`config.mk`:
```
export PLATFORM = sky130hd
export DESIGN_NAME = axi_ram_rd_arbiter
export DESIGN_NICKNAME = d
export VERILOG_FILES = /design/src/rtl/axi_ram_rd_arbiter.sv
export SDC_FILE = /design/constraint.sdc
export NUM_CORES = 1
export LEC_CHECK = 0
export CORE_ASPECT_RATIO = 1.75
export CORE_MARGIN = 2
export CORE_UTILIZATION = 28
export CTS_CLUSTER_SIZE = 20
export DETAILED_ROUTE_END_ITERATION = 16
export GPL_TIMING_DRIVEN = 1
export PLACE_DENSITY = 0.78
export SYNTH_ARGS = -nofsm -noshare
export SYNTH_HDL_FRONTEND = slang
export SYNTH_SLANG_ARGS = --single-unit
```
`constraint.sdc`:
```
create_clock -name clk -period 1.2 [get_ports clk]
set_input_delay 0.12 -clock clk [delete_from_list [all_inputs] [get_ports clk]]
set_output_delay 0.12 -clock clk [all_outputs]
set_load 0.01 [all_outputs]
```
`src/rtl/axi_ram_rd_arbiter.sv`:
```
// Round-robin arbiter sharing one AXI4 read channel (AR/R) between S_COUNT
// burst-read requesters. One INCR burst is outstanding at a time; R beats are
// passed straight through to the granted requester with no added latency.
//
// Handshake semantics: every valid/ready pair transfers on a rising edge where
// both are high. A requester holds req_valid and its addr/len stable until it
// sees req_ready (a one-cycle pulse in IDLE); arvalid and all AR fields stay
// stable until arready; a beat transfers when m_axi_rvalid && m_axi_rready.
module axi_ram_rd_arbiter #(
  parameter int S_COUNT    = 2,
  parameter int DATA_WIDTH = 32,
  parameter int ADDR_WIDTH = 16,
  parameter int ID_WIDTH   = 8
) (
  input  logic                          clk,
  input  logic                          rst,
  input  logic [S_COUNT-1:0]            req_valid,
  output logic [S_COUNT-1:0]            req_ready,
  input  logic [S_COUNT*ADDR_WIDTH-1:0] req_addr,
  input  logic [S_COUNT*8-1:0]          req_len,
  output logic [S_COUNT-1:0]            rsp_valid,
  output logic [DATA_WIDTH-1:0]         rsp_data,
  output logic                          rsp_last,
  input  logic [S_COUNT-1:0]            rsp_ready,
  output logic [ID_WIDTH-1:0]           m_axi_arid,
  output logic [ADDR_WIDTH-1:0]         m_axi_araddr,
  output logic [7:0]                    m_axi_arlen,
  output logic [2:0]                    m_axi_arsize,
  output logic [1:0]                    m_axi_arburst,
  output logic                          m_axi_arvalid,
  input  logic                          m_axi_arready,
  input  logic [ID_WIDTH-1:0]           m_axi_rid,
  input  logic [DATA_WIDTH-1:0]         m_axi_rdata,
  input  logic                          m_axi_rlast,
  input  logic                          m_axi_rvalid,
  output logic                          m_axi_rready,
  output logic [1:0]                    dbg_state
);

  localparam int IDX_W = (S_COUNT > 1) ? $clog2(S_COUNT) : 1;

  typedef enum logic [1:0] {
    ST_IDLE = 2'd0,
    ST_ADDR = 2'd1,
    ST_DATA = 2'd2
  } state_t;

  state_t            r_state;
  state_t            w_state_nxt;
  logic [IDX_W-1:0]  r_ptr;
  logic [IDX_W-1:0]  r_gnt;
  logic [IDX_W-1:0]  w_pick;
  logic [IDX_W-1:0]  w_ptr_nxt;
  logic [IDX_W:0]    w_idx;
  logic              w_any;
  logic              r_arvalid;
  logic [ADDR_WIDTH-1:0] r_araddr;
  logic [7:0]        r_arlen;

  // Scan requesters starting at the rotation pointer, wrapping past S_COUNT-1.
  always_comb begin
    w_any  = 1'b0;
    w_pick = '0;
    w_idx  = '0;
    for (int k = 0; k < S_COUNT; k++) begin
      w_idx = {1'b0, r_ptr} + (IDX_W+1)'(k);
      if (w_idx >= (IDX_W+1)'(S_COUNT)) w_idx = w_idx - (IDX_W+1)'(S_COUNT);
      if (!w_any && req_valid[w_idx[IDX_W-1:0]]) begin
        w_any  = 1'b1;
        w_pick = w_idx[IDX_W-1:0];
      end
    end
    w_ptr_nxt = (w_pick == IDX_W'(S_COUNT-1)) ? '0 : w_pick + IDX_W'(1);
  end

  // State register.
  always_ff @(posedge clk or negedge rst) begin
    if (!rst) r_state <= ST_IDLE;
    else      r_state <= w_state_nxt;
  end

  // Next-state logic and the combinational request/response steering.
  always_comb begin
    w_state_nxt  = r_state;
    req_ready    = '0;
    rsp_valid    = '0;
    m_axi_rready = 1'b0;
    rsp_data     = m_axi_rdata;
    rsp_last     = m_axi_rlast;
    case (r_state)
      ST_IDLE: begin
        // Gated by rst so no acceptance pulse is seen while held in reset.
        if (w_any && rst) req_ready[w_pick] = 1'b1;
        if (w_any) w_state_nxt = ST_ADDR;
      end
      ST_ADDR: begin
        if (m_axi_arready) w_state_nxt = ST_DATA;
      end
      ST_DATA: begin
        m_axi_rready     = rsp_ready[r_gnt];
        rsp_valid[r_gnt] = m_axi_rvalid;
        if (m_axi_rvalid && rsp_ready[r_gnt] && m_axi_rlast) w_state_nxt = ST_IDLE;
      end
      default: w_state_nxt = ST_IDLE;
    endcase
  end

  // Latch the winner's AR fields and advance the rotation pointer past it.
  always_ff @(posedge clk or negedge rst) begin
    if (!rst) begin
      r_ptr     <= '0;
      r_gnt     <= '0;
      r_arvalid <= 1'b0;
      r_araddr  <= '0;
      r_arlen   <= '0;
    end else begin
      if (r_state == ST_IDLE && w_any) begin
        r_gnt     <= w_pick;
        r_araddr  <= req_addr[w_pick*ADDR_WIDTH +: ADDR_WIDTH];
        r_arlen   <= req_len[w_pick*8 +: 8];
        r_arvalid <= 1'b1;
        r_ptr     <= w_ptr_nxt;
      end else if (r_state == ST_ADDR && m_axi_arready) begin
        r_arvalid <= 1'b0;
      end
    end
  end

  assign m_axi_arid    = ID_WIDTH'(r_gnt);
  assign m_axi_araddr  = r_araddr;
  assign m_axi_arlen   = r_arlen;
  assign m_axi_arsize  = 3'($clog2(DATA_WIDTH/8));
  assign m_axi_arburst = 2'b01;
  assign m_axi_arvalid = r_arvalid;
  assign dbg_state     = r_state;

`ifndef SYNTHESIS
  // Read data must come back under the ID of the burst currently granted.
  always @(posedge clk) begin
    if (rst && r_state == ST_DATA && m_axi_rvalid) begin
      assert (m_axi_rid == ID_WIDTH'(r_gnt))
        else $error("axi_ram_rd_arbiter: rid %0d does not match grant %0d", m_axi_rid, r_gnt);
    end
  end
`endif

endmodule

```
==> reports/metrics.yaml, run 1 <==
timing:
  drv_slew: 0
  hold-worst-slack_ns: 0.240
  rsz0062_at_grt: "yes"
  finalSetupViolCount: 33
  worst_slack_ns: -0.167
  fmax_mhz: 732
  finalHoldViolCount: 0
  post-route-min-period_ns: 1.37
  fin_worst_skew_ns: 0.00446
  period_share_pct: 114
placed_design:
  dp_cells: 356
  gp_congestion: 0.778
  port_buffers: 90
  place_ws_ns: -0.525
  dpl.hpwl_um: 4350
worst_setup_path:
  reg2reg_depth: 5
  cp-start-kind: "register"
  crit_required_ns: 1.36
  crit_type: "register to register"
  cp_max_fo: 5
  endpoint: "r_gnt"
  cp_data_arrival_time_ns: 1.52
  rr_startpoint: "dbg_state[1]"
  worst_setup_path_end_kind: "register"
  rr_endpoint: "r_gnt"
  rrSetupSlack_ns: -0.17
  critPathLaunch: "dbg_state[1]"
power_and_ir_drop:
  leakagePower_nw: 1.18
  power.share.combinational_pct: 50.7
  switching_share_pct: 37.2
  p_int_mw: 3.76
  vdd_ir_drop_max_uv: 822
  p_per_area_mw_per_mm2: 2160
  power_frac_seq_pct: 29.7
  p_sw_mw: 2.22
  clockPowerShare_pct: 19.6
synth:
  syn-instance-count: 217
  avgSynthCellArea_um2: 8.54
  yosysWarnings: 0
  synth.cell_area_mm2: 0.00185
  synth.distinct_cells: 23
  yosys_register_bits: 29
  ys_seq_area_share_pct: 39.2
clock_tree:
  clk_latency_ns: 0.27
  cts-buffers-inserted: 5
  cts_tree: "yes"
  cts.clk_slew.worst_paths_ns: 0.05
  clock_sinks: 29
  h-tree-depth: 2
  cts-root-buf: "clkbuf_16"
  max-clock-path-buffers: 2
final_layout:
  instances_no_fill: 372
  layout.nets: 385
  finish.utilization_pct: 42.7
  n_fill_cell: 649
  drive_above_1_share_pct: 17.6
  synthToLayoutAreaGrowth_pct: 49.5
status:
  status: "finished with violations"
  violations: "negative setup slack"
global_route:
  grt_pass1_wl_um: 9450
  grt_remaining_overflow: 0
  grt_max_degree: 26
  antenna_found_initial: 1
  track_usage_pct: 16.9
  grt_pass1_vias: 1922
drt:
  wl_um: 6140
  vias: 1878
  drt-vias-per-instance: 5.05
  ant_nets: 0
  routedWlPerCell_um: 16.5
  first_pass_iters: 4
  drc: 0
  drtIter0Drc: 105
floorplan:
  die_y_um: 112
  top_level_ports: 175
  die_area_mm2: 0.00731
  start_util_pct: 28.6
  core_area_mm2: 0.00649
  rows: 39
  fp.dieW_um: 65.5
flow_run:
  drv_cap: 0
min_path:
  hold_class: "input port to output pin"
-- critical path, cell delays in order (launching register included) --
cell     delay (ns)
dfrtp_1        0.39
buf_6          0.13
nor2_4         0.12
buf_8          0.11
and2_4         0.19
mux2_4         0.30
-- final cells by class --
class	instances	area (um^2)	area share, %
clock buffers	6	129	4.65
well taps	82	103	3.70
diodes	1	2.50	0.0903
inverters	1	3.75	0.136
multi-input cells	133	733	26.5
clock inverters	2	10.0	0.361
repair buffers	118	1060	38.3
flip-flops and latches	29	727	26.2
-- per-layer routing --
layer | GRT usage, % | part of all wire (%) | vias up
met5 | 0 | 0 | -
met4 | 12.8 | 6.3 | 0
met3 | 3.13 | 6.7 | 45
met2 | 29.6 | 53 | 98
met1 | 17.0 | 34 | 884
li1 | - | - | 851
-- worst min path at each step --
stage / cells past startpoint / to / slack, ns / startpoint
3_5_place_dp: 2 / r_ptr / 0.06 / rst
5_1_grt: 0 / rsp_data[30] / 0.24 / m_axi_rdata[30]
4_1_cts: 0 / rsp_data[10] / 0.24 / m_axi_rdata[10]
2_1_floorplan: 0 / dbg_state[0] / -0.18 / rst
3_3_place_gp: 2 / r_ptr / 0.07 / rst
6_report: 0 / rsp_data[11] / 0.24 / m_axi_rdata[11]
-- through the flow --
step	setup TNS, ns	area (um^2)	total power [mW]
5_1_grt	-5.15	2770	6.38
2_1_floorplan	-0.580	1900	3.39
3_5_place_dp	-11.42	2610	4.95
3_3_place_gp	-10.39	2610	4.88
4_1_cts	-3.59	2760	5.98
6_report	-3.08	2770	5.99
-- cell families after synthesis --
logic type | Yosys count | share of synthesized area [%]
buffers and inverters | 65 | 24.5
multiplexers | 2 | 1.35
AO/OA/AOI/OAI | 76 | 22.3
other | 2 | 0.405
AND/OR/NAND/NOR | 43 | 12.3
flip-flops | 29 | 39.2
-- registers in the layout, summed over array words and instances (netlist names) --
signal	count
r_ptr	1
m_axi_araddr	16
m_axi_arlen	8
dbg_state	2
r_gnt	1
m_axi_arvalid	1
-- layout by cell type (no fill, tap or decap), drive strengths merged, types with 2 or more instances in the layout --
master         Yosys  routed
or2                2       2
nor2               4       4
dfrtp             29      29
a21oi             26      26
conb               2      12
clkdlybuf4s50      0      53
o21ai             25      25
dlygate4sd2        0      28
clkinv             0       2
clkbuf            13       7
a31oi             24      24
nor2b              3       3
nand2              3       3
and3               2       2
buf               51      35
nand3             25      25
-- what timing repair did --
action | in CTS | in global routing
buffers inserted | 6 | 0
pin swaps | 5 | 2
hold buffers | 1 | 0
endpoints found under the hold margin | 29 | 0
gates resized for setup | 66 | 4
setup endpoints to repair | 61 | 35
-- power by group through the flow --
| stage | clock (mW) | sequential [mW] | combinational, mW |
|---|---|---|---|
| floorplan | 0 | 1.99 | 1.40 |
| global placement | 0 | 1.78 | 3.10 |
| detailed placement | 0 | 1.80 | 3.15 |
| CTS | 1.21 | 1.77 | 3.00 |
| global route | 1.25 | 1.82 | 3.31 |
| finish | 1.18 | 1.78 | 3.03 |
-- synth_stat cells, drive strengths merged --
master / n / area share, %
conb: 2 / 0.41
buf: 51 / 22
dfrtp: 29 / 39
or2: 2 / 0.68
inv: 1 / 0.20
o21ai: 25 / 6.8
nand2b: 1 / 0.34
nand2: 3 / 0.61
mux2: 1 / 0.81
and3: 2 / 0.68
a21oi: 26 / 7.0
nor3b: 1 / 0.41
mux2i: 1 / 0.54
a31oi: 24 / 8.1
clkbuf: 13 / 2.6
a21o: 1 / 0.41
nand3b: 1 / 0.41
nor2b: 3 / 1.0
nand3: 25 / 6.8
nor2: 4 / 0.95
and2: 1 / 0.47
(Power assumes the default switching activity.)
==> run 2, diff against run 1 <==
--- a/config.mk
+++ b/config.mk
@@ -12,6 +12,7 @@
 export DETAILED_ROUTE_END_ITERATION = 16
 export GPL_TIMING_DRIVEN = 1
 export PLACE_DENSITY = 0.78
+export SETUP_SLACK_MARGIN = 0.15
 export SYNTH_ARGS = -nofsm -noshare
 export SYNTH_HDL_FRONTEND = slang
 export SYNTH_SLANG_ARGS = --single-unit
==> reports/metrics.yaml, run 2 (synthesis gave the netlist of run 1 again) <==
power_and_ir_drop:
  vdd_ir_drop_max_uv: 717  # -13%
  p_int_mw: 4.83  # +28%
  switching_share_pct: 35.2  # -1.9 points
  p_per_area_mw_per_mm2: 2360  # +9.0%
  p_sw_mw: 2.63  # +18%
  power_frac_seq_pct: 23.9  # -5.8 points
  power.share.combinational_pct: 58.7  # +8.0 points
  clockPowerShare_pct: 17.3  # -2.3 points
  leakagePower_nw: 1.32  # +12%
flow_run:
  drv_cap: 0  # unchanged
floorplan:
  die_area_mm2: 0.00731  # unchanged
  fp.dieW_um: 65.5  # unchanged
  core_area_mm2: 0.00649  # unchanged
  top_level_ports: 175  # unchanged
  start_util_pct: 28.6  # unchanged
  rows: 39  # unchanged
  die_y_um: 112  # unchanged
global_route:
  grt_pass1_wl_um: 9920  # +4.9%
  grt_remaining_overflow: 0  # unchanged
  antenna_found_initial: 0  # -1
  grt_max_degree: 25  # -3.8%
  grt_pass1_vias: 2029  # +5.6%
  track_usage_pct: 17.8  # +0.91 points
final_layout:
  finish.utilization_pct: 48.8  # +6.2 points
  synthToLayoutAreaGrowth_pct: 71.0
  largest_reg_flops: 16  # unchanged
  drive_above_1_share_pct: 27.3  # +9.7 points
  antenna_cells: 0  # -1
  final_cell_mix: "clkdlybuf4s50_1, dfrtp_1, o21ai_0"
  layout_commonest_cell: "clkdlybuf4s50_1"
  layout.nets: 400  # +3.9%
  fin_area_mm2: 0.00317  # +14%
timing:
  worst_slack_ns: -0.263  # -0.0963 ns
  finalSetupViolCount: 35  # +6.1%
  hold-worst-slack_ns: 0.240  # +0.00000100 ns
  drv_slew: 0  # unchanged
  fin_worst_skew_ns: 0.00453  # +0.0000710 ns
  period_share_pct: 122  # +8.0 points
  finalHoldViolCount: 0  # unchanged
  rsz0062_at_grt: "yes"
  post-route-min-period_ns: 1.46  # +0.0963 ns
  fmax_mhz: 684  # -6.6%
clock_tree:
  cts-root-buf: "clkbuf_16"
  cts_tree: "yes"
  h-tree-depth: 2  # unchanged
  clk_latency_ns: 0.27  # about the same
  cts-buffers-inserted: 5  # unchanged
  cts.clk_slew.worst_paths_ns: 0.05  # about the same
  clock_sinks: 29  # unchanged
  hold_buffers: 0  # -1
  max-clock-path-buffers: 2  # unchanged
placed_design:
  gp_congestion: 0.771  # -0.85%
  dpl_cell_area_mm2: 0.00262  # +0.48%
  dpl.hpwl_um: 4440  # +2.0%
  port_buffers: 90  # unchanged
worst_setup_path:
  critPathLaunch: "dbg_state[0]"
  path_cells: "buf_6, nor2_4, buf_8, and2_4, buf_12, buf_16, a31oi_2"
  path_depth: 7  # +2
  rr_startpoint: "dbg_state[0]"
  rrSetupSlack_ns: -0.26  # -0.10 ns
  endpoint: "m_axi_arlen[4]"
  cpLargestDelayFamily: "buffers and inverters"
  crit_required_ns: 1.34  # -0.02 ns
  reg2reg_depth: 7  # +2
  rr_endpoint: "m_axi_arlen[4]"
  cp_data_arrival_time_ns: 1.61  # +0.09 ns
  worst_setup_path_end_kind: "register"
  cp_slowest_cell: "dfrtp_2"
  slowest_delay_ns: 0.42  # +0.03 ns
  crit_buf_inv: 4  # +2
  cp-start-kind: "register"
  crit_type: "register to register"
  cp_max_fo: 6  # +1
drt:
  first_pass_iters: 4  # unchanged
  drtIter0Drc: 115  # +9.5%
  ant_nets: 0  # unchanged
  drc: 0  # unchanged
  drt-vias-per-instance: 4.97  # -1.5%
  vias: 1919  # +2.2%
  wl_um: 6650  # +8.3%
  routedWlPerCell_um: 17.2  # +4.4%
status:
  violations: "negative setup slack"
  status: "finished with violations"
min_path:
  hold_class: "input port to output pin"
==> run 2: changes by cell type in the layout (fill, tap and decap cells not counted), moves of 3 or more <==
cell             delta
dlygate4sd2_1      -25
clkdlybuf4s15_1    +22
buf_6              +20
a31oi_1             -6
buf_4               -5
a21oi_1             -3
a31oi_2             +3
a31oi_4             +3
==> run 2: cell type report <==
class	count	area, um^2
flip-flops and latches	29	728
repair buffers	133	1350
well taps	82	103
clock buffers	7	153
fillers	606	3320
clock inverters	1	5.00
inverters	1	3.75
multi-input cells	133	830
==> run 2: what timing repair did <==
action,CTS,global route
resized for setup,115,24
endpoints found under the setup margin,62,43
setup buffers,14,5
pin swaps,9,6
cloned,2,0
==> run 2: layer usage <==
layer / up-vias / wire [um] / track usage (%)
met5: - / 0 / 0
met4: 0 / 312 / 13.3
met3: 33 / 381 / 2.73
met2: 93 / 3760 / 32.3
met1: 908 / 2200 / 17.3
li1: 885 / - / -
==> run 2: how the worst min path moves through the flow <==
stage / start / endpoint / slack [ns] / cells after the start
2_1_floorplan: rst / dbg_state[0] / -0.18 / 0
3_3_place_gp: m_axi_rdata[16] / rsp_data[16] / 0.24 / 0
3_5_place_dp: m_axi_rdata[16] / rsp_data[16] / 0.24 / 0
4_1_cts: m_axi_rdata[16] / rsp_data[16] / 0.24 / 0
5_1_grt: m_axi_rdata[27] / rsp_data[27] / 0.24 / 0
6_report: m_axi_rdata[17] / rsp_data[17] / 0.24 / 0
==> run 2: through the flow <==
stage / setup TNS, ns / setup WS [ns] / total power, mW / std cells
floorplan: -0.580 / -0.120 / 3.39 / 227
global placement: -14.64 / -0.551 / 4.89 / 357
detailed placement: -15.04 / -0.601 / 4.97 / 357
CTS: -5.59 / -0.226 / 7.06 / 381
global route: -8.84 / -0.317 / 7.87 / 386
finish: -7.03 / -0.263 / 7.47 / 386
==> run 2: power by group through the flow <==
stage                     Combinational, mW  Sequential, mW  Clock [mW]
after floorplan                        1.40            1.99           0
after global placement                 3.11            1.78           0
after detailed placement               3.17            1.80           0
after CTS                              3.95            1.78        1.33
after global routing                   4.66            1.84        1.37
final                                  4.38            1.79        1.29
